===== src/rtl/instr_fetch_seq_if.sv =====
// Decoder/ROM-facing bundle of the instruction fetch sequencer.
// master = decoder + ROM side, slave = the sequencer.
interface instr_fetch_seq_if #(parameter int ADDR_W = 10);
  logic              fetch_req;
  logic [31:0]       fetch_pc;
  logic              fetch_abort;
  logic              cache_inv;
  logic [ADDR_W-1:0] rom_addr;
  logic [7:0]        rom_data;
  logic              fetch_busy;
  logic              instr_valid;
  logic [31:0]       instr_out;
  logic              fetch_err;

  modport master (output fetch_req, fetch_pc, fetch_abort, cache_inv, rom_data,
                  input  rom_addr, fetch_busy, instr_valid, instr_out, fetch_err);
  modport slave  (input  fetch_req, fetch_pc, fetch_abort, cache_inv, rom_data,
                  output rom_addr, fetch_busy, instr_valid, instr_out, fetch_err);
endinterface


===== src/rtl/instr_fetch_seq.sv =====
// Fetches four ROM bytes at a PC and returns them as one little-endian word.
// Optional last-fetch buffer enabled by defining FETCH_CACHE_EN.
module instr_fetch_seq #(
  parameter int ADDR_W  = 10,
  parameter int ROM_LAT = 1
) (
  input  logic               clk,
  input  logic               rst_n,
  instr_fetch_seq_if.slave   bus
);
  typedef enum logic [2:0] {S_IDLE, S_ISSUE, S_DRAIN, S_DONE, S_ERR, S_HIT} state_t;

  state_t            state_q, state_d;
  logic [ADDR_W-1:0] rom_addr_q;
  logic [1:0]        k_q, cnt_q;
  logic [ROM_LAT-1:0] pipe_q;
  logic [ROM_LAT:0]  pipe_tmp;
  logic [31:0]       asm_q, instr_q;
  logic              accept, misal, hit, abort_act, issuing, cap;
  logic              valid_o, err_o;
  logic [31:0]       instr_o;

  assign accept    = (state_q == S_IDLE) && bus.fetch_req && !bus.fetch_abort;
  assign misal     = |bus.fetch_pc[1:0];
  assign abort_act = bus.fetch_abort && (state_q inside {S_ISSUE, S_DRAIN, S_DONE});
  assign issuing   = (state_q == S_ISSUE);
  assign cap       = pipe_q[ROM_LAT-1];
  assign pipe_tmp  = {pipe_q, issuing};

`ifdef FETCH_CACHE_EN
  logic [31:0] tag_q, cdata_q, pc_q;
  logic        tag_vld_q;
  // A coincident invalidate forces a miss.
  assign hit = tag_vld_q && !bus.cache_inv && (bus.fetch_pc == tag_q);

  always_ff @(posedge clk or negedge rst_n) begin
    if (!rst_n) begin
      tag_q     <= '0;
      cdata_q   <= '0;
      pc_q      <= '0;
      tag_vld_q <= 1'b0;
    end else begin
      if (accept) pc_q <= bus.fetch_pc;
      if (bus.cache_inv) tag_vld_q <= 1'b0;
      else if (state_q == S_DONE && !bus.fetch_abort) begin
        tag_q     <= pc_q;
        cdata_q   <= asm_q;
        tag_vld_q <= 1'b1;
      end
    end
  end
`else
  logic unused_ok;
  assign hit       = 1'b0;
  assign unused_ok = ^{bus.cache_inv, bus.fetch_pc[31:ADDR_W]};
`endif

  always_ff @(posedge clk or negedge rst_n) begin
    if (!rst_n) state_q <= S_IDLE;
    else        state_q <= state_d;
  end

  always_comb begin
    state_d = state_q;
    case (state_q)
      S_IDLE:  if (accept) state_d = misal ? S_ERR : (hit ? S_HIT : S_ISSUE);
      S_ISSUE: if (bus.fetch_abort) state_d = S_IDLE;
               else if (k_q == 2'd3) state_d = S_DRAIN;
      S_DRAIN: if (bus.fetch_abort) state_d = S_IDLE;
               else if (cap && cnt_q == 2'd3) state_d = S_DONE;
      default: state_d = S_IDLE;
    endcase
  end

  // instr_out shows the new word only while it is being validated; otherwise the held copy.
  always_comb begin
    valid_o = 1'b0;
    err_o   = 1'b0;
    instr_o = instr_q;
    case (state_q)
      S_DONE: if (!bus.fetch_abort) begin valid_o = 1'b1; instr_o = asm_q; end
      S_ERR:  begin valid_o = 1'b1; err_o = 1'b1; instr_o = '0; end
`ifdef FETCH_CACHE_EN
      S_HIT:  begin valid_o = 1'b1; instr_o = cdata_q; end
`endif
      default: ;
    endcase
  end

  always_ff @(posedge clk or negedge rst_n) begin
    if (!rst_n) begin
      rom_addr_q <= '0;
      k_q        <= '0;
      cnt_q      <= '0;
      pipe_q     <= '0;
      asm_q      <= '0;
      instr_q    <= '0;
    end else begin
      if (accept && !misal && !hit) begin
        rom_addr_q <= bus.fetch_pc[ADDR_W-1:0];
        k_q        <= '0;
      end else if (issuing && !bus.fetch_abort) begin
        k_q <= k_q + 2'd1;
        if (k_q != 2'd3) rom_addr_q <= rom_addr_q + ADDR_W'(1);
      end
      // In-flight bytes are dropped on abort by flushing the return pipe.
      pipe_q <= abort_act ? '0 : pipe_tmp[ROM_LAT-1:0];
      if (accept)   cnt_q <= '0;
      else if (cap) cnt_q <= cnt_q + 2'd1;
      if (cap)      asm_q <= {bus.rom_data, asm_q[31:8]};
      if (valid_o)  instr_q <= instr_o;
    end
  end

  assign bus.rom_addr    = rom_addr_q;
  assign bus.fetch_busy  = (state_q != S_IDLE);
  assign bus.instr_valid = valid_o;
  assign bus.instr_out   = instr_o;
  assign bus.fetch_err   = err_o;
endmodule


===== src/flat_wrapper.sv =====
// flat-port wrapper written by rule: the top's interface ports become plain ports
module instr_fetch_seq_flat 
#(
  parameter int ADDR_W  = 10,
  parameter int ROM_LAT = 1
)
  (clk, rst_n, bus_fetch_req, bus_fetch_pc, bus_fetch_abort, bus_cache_inv, bus_rom_data, bus_rom_addr, bus_fetch_busy, bus_instr_valid, bus_instr_out, bus_fetch_err);
  instr_fetch_seq_if #(.ADDR_W(ADDR_W)) bus_i ();
  input  logic clk;
  input  logic rst_n;
  input wire logic [$bits(bus_i.fetch_req)-1:0] bus_fetch_req;
  input wire logic [$bits(bus_i.fetch_pc)-1:0] bus_fetch_pc;
  input wire logic [$bits(bus_i.fetch_abort)-1:0] bus_fetch_abort;
  input wire logic [$bits(bus_i.cache_inv)-1:0] bus_cache_inv;
  input wire logic [$bits(bus_i.rom_data)-1:0] bus_rom_data;
  output wire logic [$bits(bus_i.rom_addr)-1:0] bus_rom_addr;
  output wire logic [$bits(bus_i.fetch_busy)-1:0] bus_fetch_busy;
  output wire logic [$bits(bus_i.instr_valid)-1:0] bus_instr_valid;
  output wire logic [$bits(bus_i.instr_out)-1:0] bus_instr_out;
  output wire logic [$bits(bus_i.fetch_err)-1:0] bus_fetch_err;
  assign bus_i.fetch_req = bus_fetch_req;
  assign bus_i.fetch_pc = bus_fetch_pc;
  assign bus_i.fetch_abort = bus_fetch_abort;
  assign bus_i.cache_inv = bus_cache_inv;
  assign bus_i.rom_data = bus_rom_data;
  assign bus_rom_addr = bus_i.rom_addr;
  assign bus_fetch_busy = bus_i.fetch_busy;
  assign bus_instr_valid = bus_i.instr_valid;
  assign bus_instr_out = bus_i.instr_out;
  assign bus_fetch_err = bus_i.fetch_err;
  instr_fetch_seq #(.ADDR_W(ADDR_W), .ROM_LAT(ROM_LAT)) u_core (.clk(clk), .rst_n(rst_n), .bus(bus_i));
endmodule

===== config.mk =====
export PLATFORM = sky130hd
export DESIGN_NAME = instr_fetch_seq_flat
export DESIGN_NICKNAME = d
export VERILOG_FILES = /design/src/rtl/instr_fetch_seq_if.sv /design/src/rtl/instr_fetch_seq.sv /design/src/flat_wrapper.sv
export SDC_FILE = /design/constraint.sdc
export NUM_CORES = 1
export LEC_CHECK = 0
export CAP_MARGIN = 20
export CORE_MARGIN = 2
export CORE_UTILIZATION = 35
export DETAILED_ROUTE_END_ITERATION = 10
export HOLD_SLACK_MARGIN = 0.15
export PLACE_DENSITY = 0.64
export SYNTH_ARGS = -nofsm -noshare
export SYNTH_HDL_FRONTEND = slang
export SYNTH_SLANG_ARGS = --single-unit

===== constraint.sdc =====
create_clock -name clk -period 2 [get_ports clk]
set_input_delay 0.3 -clock clk [delete_from_list [all_inputs] [get_ports clk]]
set_output_delay 0.3 -clock clk [all_outputs]
set_load 0.03 [all_outputs]

==> reports/qor.csv <==
stage;metric;value;unit
status;outcome;finished with violations;
status;failed_checks;setup timing;
detailed_routing;first_pass_iters;4;
worst_setup_path;crit_arrival;1.70;ns
yosys;synth_nets;392;
placed_design;routabilityCongestion;0.790;
power;p_leak;0.00249;uW
timing;postLayoutSetupSlackWorst;-0.00302;ns
global_route;antenna_found_initial;0;
worst_setup_path;required;1.70;ns
detailed_routing;wl;9.05;mm
layout;area_delta_synth_final;50.0;%
worst_setup_path;rrSetupSlack;0.12;ns
clocking;cts_made_buffers;9;
run;maxCapViolations;0;
clocking;ctsHtreeMaxLevel;3;
timing;fmax;0.499;GHz
timing;skew;0.0116;ns
worst_setup_path;critPathCapture;bus_instr_out[14];
timing;min_period;2.00;ns
worst_setup_path;end_kind;output port;
global_route;grt_pass1_wl;14.6;mm
detailed_routing;drtIter0Drc;148;
timing;setup_viol;2;
layout;layout_common_cells;80 x dfrtp_1, 54 x nand2_1, 33 x o21ai_0;
timing;finalHoldViolations;0;
clocking;clk_latency;0.34;ns
detailed_routing;wl_per_cell;15.7;um
timing;rsz0062_at_grt;yes;
yosys;synth_seq_area_share;0.578;
worst_setup_path;startpoint;u_core.state_q[2];
layout;final_util;0.543;
yosys;syn_area;0.00355;mm^2
global_route;grt_max_degree;29;
layout;nets;488;
detailed_routing;viasPerCell;4.97;
detailed_routing;vias;2874;
yosys;synthCells;344;
global_route;grt-ovfl-total;0;
timing;post-route-period-util;1.00;
worst_setup_path;r2r-start;u_core.state_q[2];
yosys;syn_avg_cell_area;10.3;um^2
timing;finalMaxSlewViolations;0;
die;io_pins;90;
clocking;cts_tree;built;
placed_design;dp_hpwl;5.27;mm
timing;slew_headroom;0.778;
placed_design;pre_cts_slack;-0.346;ns
detailed_routing;drtAntennaViolNets;0;
worst_setup_path;r2r_cells;6;
power;ir_drop;0.347;mV
die;die_x;105;um
clocking;clockBufferDepth;2;
global_route;track_usage;0.166;
global_route;grt_pass1_vias;2878;
die;rows;36;
worst_setup_path;r2r_end;u_core.bus.rom_addr[2];
power;power.density;821;mW/mm^2
clocking;cts.clk_slew.worst_paths;0.08;ns
layout;n_antenna_cell;0;
worst_setup_path;cp_max_fo;8;
die;fp.coreArea;0.00982;mm^2
clocking;cts_sinks;82;
worst_hold_path;hp-class;primary input to asynchronous set/reset pin;
layout;layout_commonest_cell;dfrtp_1;
layout;drive_gt1_frac;0.389;
die;die_h;105;um
timing;timing_worst_slew_pin_value;0.330;ns
clocking;cts_root_buffer;clkbuf_8;
detailed_routing;drc;0;
placed_design;port-buffer-count;66;
yosys;yosysUniqueCellTypes;29;
yosys;yosys_warnings;0;
worst_setup_path;cp-start-kind;register;
layout;fillCellCount;858;
yosys;ys_ff_latch;82;
die;die-area;0.0110;mm^2
die;start_util;0.362;
worst_setup_path;timing_worst_setup_path_type;register to output port;
## registers in the layout, indices dropped and copies added (netlist names)
name and cells:
u_core.asm_q 32, u_core.instr_q 32, u_core.bus.rom_addr 10, u_core.state_q 3, u_core.cnt_q 2, u_core.k_q 2, u_core.cap 1
## Yosys cell counts
cell type,instances,share of area
nand3_1,2,0.0028
nor4_1,2,0.0035
dfrtp_1,82,0.58
nor3_1,8,0.011
ha_1,3,0.011
clkbuf_1,12,0.013
xnor2_1,10,0.025
xor2_1,1,0.0025
mux2_2,32,0.10
nor2_1,18,0.019
inv_1,4,0.0042
buf_1,5,0.0053
o21ai_0,63,0.089
and2b_1,1,0.0021
nor3b_2,1,0.0035
buf_2,2,0.0028
nand4_1,2,0.0035
nor3_2,1,0.0028
and3_1,2,0.0035
or3_1,2,0.0035
nand3b_1,1,0.0021
nand2b_1,2,0.0035
a21oi_1,12,0.017
nor3b_1,1,0.0021
nand4b_1,1,0.0025
nand2_1,70,0.074
or4b_4,1,0.0039
mux2i_1,2,0.0056
buf_6,1,0.0032
## routing by layer
metal	global-route usage	routed length, um	vias up
met2	0.275	4610	40
met3	0.0256	184	8
met1	0.223	4140	1459
met5	0	0	-
li1	-	-	1367
met4	0.0543	110	0
## area by class of cell
| cell class | count | area, um^2 | share of cell area |
|---|---|---|---|
| sequential | 82 | 2050 | 0.386 |
| multi-input combinational | 238 | 1660 | 0.312 |
| timing repair buffer | 105 | 1210 | 0.228 |
| tap | 133 | 166 | 0.0312 |
| clock buffer | 11 | 141 | 0.0265 |
| clock inverter | 5 | 77.6 | 0.0146 |
| inverter | 4 | 15.0 | 0.00282 |
## where the power goes
| group | switching [uW] | internal [uW] |
|---|---|---|
| Combinational | 388 | 442 |
| Clock | 588 | 734 |
| Sequential | 280 | 1940 |
## logic make-up (layout without fill, tap and decap cells)
| logic type | count (synthesis) | count (layout) | synth area share |
|---|---|---|---|
| multiplexers | 34 | 34 | 0.107 |
| flip-flops | 82 | 82 | 0.578 |
| XOR/XNOR | 11 | 11 | 0.0271 |
| AND/OR/NAND/NOR | 115 | 115 | 0.144 |
| buffers and inverters | 24 | 125 | 0.0282 |
| AO/OA/AOI/OAI | 75 | 75 | 0.106 |
| adder cells (fa/ha/maj) | 3 | 3 | 0.0106 |
## worst max-delay path, cell delays in order (launching register included)
cell     delay (ns)
dfrtp_1        0.41
nor2_4         0.10
and3_4         0.28
buf_12         0.14
buf_12         0.13
nand2_2        0.09
o21ai_4        0.07
buf_6          0.14
## how the worst min path moves through the flow
stage,from,end,cells past startpoint
6_report,rst_n,u_core.instr_q[27],2
3_3_place_gp,rst_n,u_core.instr_q[27],1
2_1_floorplan,rst_n,u_core.asm_q[0],0
3_5_place_dp,rst_n,u_core.instr_q[27],1
5_1_grt,rst_n,u_core.instr_q[27],2
4_1_cts,rst_n,u_core.instr_q[27],2
## through the flow
step	hold slack (ns)	std cells	setup TNS [ns]	area, um^2	power [uW]
final	0.420	578	-0.00477	5330	4370
after global routing	0.432	578	-1.08	5330	4600
after CTS	0.391	577	-0.420	5070	4370
after detailed placement	0.227	544	-6.36	4430	3020
after global placement	0.224	544	-3.71	4430	3000
after floorplan	0.00441	344	-1.16	3550	2650
## repair_timing
| action | 4_1_cts | 5_1_grt |
|---|---|---|
| pin swaps | 6 | 10 |
| buffers inserted | 9 | 1 |
| hold buffers | 1 | 0 |
| gates cloned | 7 | 1 |
| resized for setup | 54 | 77 |
| setup endpoints to repair | 34 | 33 |
| hold endpoints to repair | 22 | 0 |
No activity file was read; power rests on OpenSTA's default activity.
==> variant (same settings) <==
Build with the macro `FETCH_CACHE_EN` defined.
--- a/src/rtl/instr_fetch_seq.sv
+++ b/src/rtl/instr_fetch_seq.sv
@@ -1,5 +1,7 @@
 // Fetches four ROM bytes at a PC and returns them as one little-endian word.
 // Optional last-fetch buffer enabled by defining FETCH_CACHE_EN.
+`define FETCH_CACHE_EN
+
 module instr_fetch_seq #(
   parameter int ADDR_W  = 10,
   parameter int ROM_LAT = 1
Behaviour: not the same (a bounded check fails within 10 cycles, from zero or initial values and one cycle with rst_n low).
==> variant against the unedited design <==
Clock power increased to 2.5 times the old value; global-route usage increased by 0.23 points; cell area is 110% higher; via count rose by 86%; setup slack got worse by 0.28 ns; power rose by 110%; critical path type is now flop to flop; sequential power rose by 100%; the run still ends with setup timing left; critical endpoint is now u_core.bus.rom_addr[8]; synthesized cell count is 75% higher; sequential cell count is 97 higher; worst hold slack worse by 0.075 ns; utilization down 1.8 points; area after synthesis increased by 110%; routed wire length increased by 110%; critical path depth fell by 1.
==> variant: results (changes against the unedited design) <==
Routed metal-1 wire length = 7920 µm (+92%)
Multi-input combinational cell count = 392 (+65%)
WL/cell = 17.4 µm (+11%)
Failing checks = setup timing
Synth Net Count = 649 (+66%)
Metal3 WL = 776 µm (+320%)
Layout cell share with drive strength beyond 1 = 0.426 (+0.0370)
Final GP Congestion = 0.790 (about the same)
Post-CTS Resized = 93 (+72%)
Largest net degree at the start of global routing = 49 (+69%)
Synth cell types = 44 (+52%)
Switching Share = 0.292 (+0.00446)
Setup TNS = -7.30 ns (-7.30 ns)
Hold WS = 0.344 ns (-0.0755 ns)
Clock-cell share of area = 0.0520 (+0.0109)
Antenna violations before repair = 1 (+1)
Multi-input logic area = 3790 µm² (+130%)
Non-clock inverter count = 5 (+1)
Non-clk bufs = 193 (+84%)
Sequential cell area share = 0.395 (+0.00954)
Worst reg2reg startpoint = u_core.tag_q[28]
FF/Latch Area = 4480 µm² (+120%)
Num CTS Buffers = 17 (+8)
Post-synthesis mux area share = 0.199 (+0.0917)
HPWL after detailed placement = 11,600 µm (+120%)
Reg2reg end = u_core.bus.rom_addr[8]
Met3 Usage GRT = 0.0470 (+0.0214)
Gr usage total = 0.168 (+0.00230)
Leakage = 5.47 nW (+120%)
P&R area growth vs syn = 48.7%
Yosys reg bits = 179 (+120%)
GR Layer Usage met1 = 0.201 (-0.0213)
Setup WS post-layout = -0.280 ns (-0.277 ns)
Clock Power Share = 0.363 (+0.061)
Register area share after synthesis = 0.587 (+0.00951)
H-tree depth = 4 (+1)
Total Routed Length = 18,800 µm (+110%)
Number of global-route vias before repair = 5,651 (+96%)
Via count = 5,359 (+86%)
Crit path arrival time = 2.60 ns (+0.90 ns)
Non-clock buffer share = 0.186 (-0.0415)
Post-layout power = 9.12 mW (+110%)
Slowest CP cell = or4b_4
Status = complete, but fails checks
Cell count after synthesis = 601 (+75%)
DR pass1 iterations = 6 (+2)
Flop pwr share = 0.491 (-0.017)
First-pass GRT wire length = 29,600 µm (+100%)
GR Util met2 = 0.295 (+0.0207)
Clk_lat worst skew = 0.44 ns (+0.10 ns)
Setup Viol. Count Final = 40 (+38)
DRT iter0 DRCs = 196 (+32%)
-- variant: changes by cell type after synthesis, moves of 7 or more --
cell / before / now
mux2_1: 0 / 97
clkbuf_1: 12 / 23
a21oi_1: 12 / 5
o21ai_0: 63 / 2
dfrtp_1: 82 / 179
a22oi_1: 0 / 33
xnor2_1: 10 / 24
xor2_1: 1 / 15
nand2_1: 70 / 110
nor2_1: 18 / 7
-- variant: how the worst max path moves through the flow --
stage | from | end | slack, ns | cells after the start
detailed placement | bus_fetch_pc[8] | u_core.bus.rom_addr[2] | -0.80 | 7
global route | u_core.tag_q[28] | u_core.bus.rom_addr[2] | -0.38 | 6
CTS | u_core.tag_q[28] | u_core.bus.rom_addr[8] | -0.27 | 6
floorplan | u_core.tag_q[28] | u_core.bus.rom_addr[2] | -0.22 | 6
global placement | bus_fetch_pc[8] | u_core.bus.rom_addr[2] | -0.76 | 7
finish | u_core.tag_q[28] | u_core.bus.rom_addr[8] | -0.28 | 6
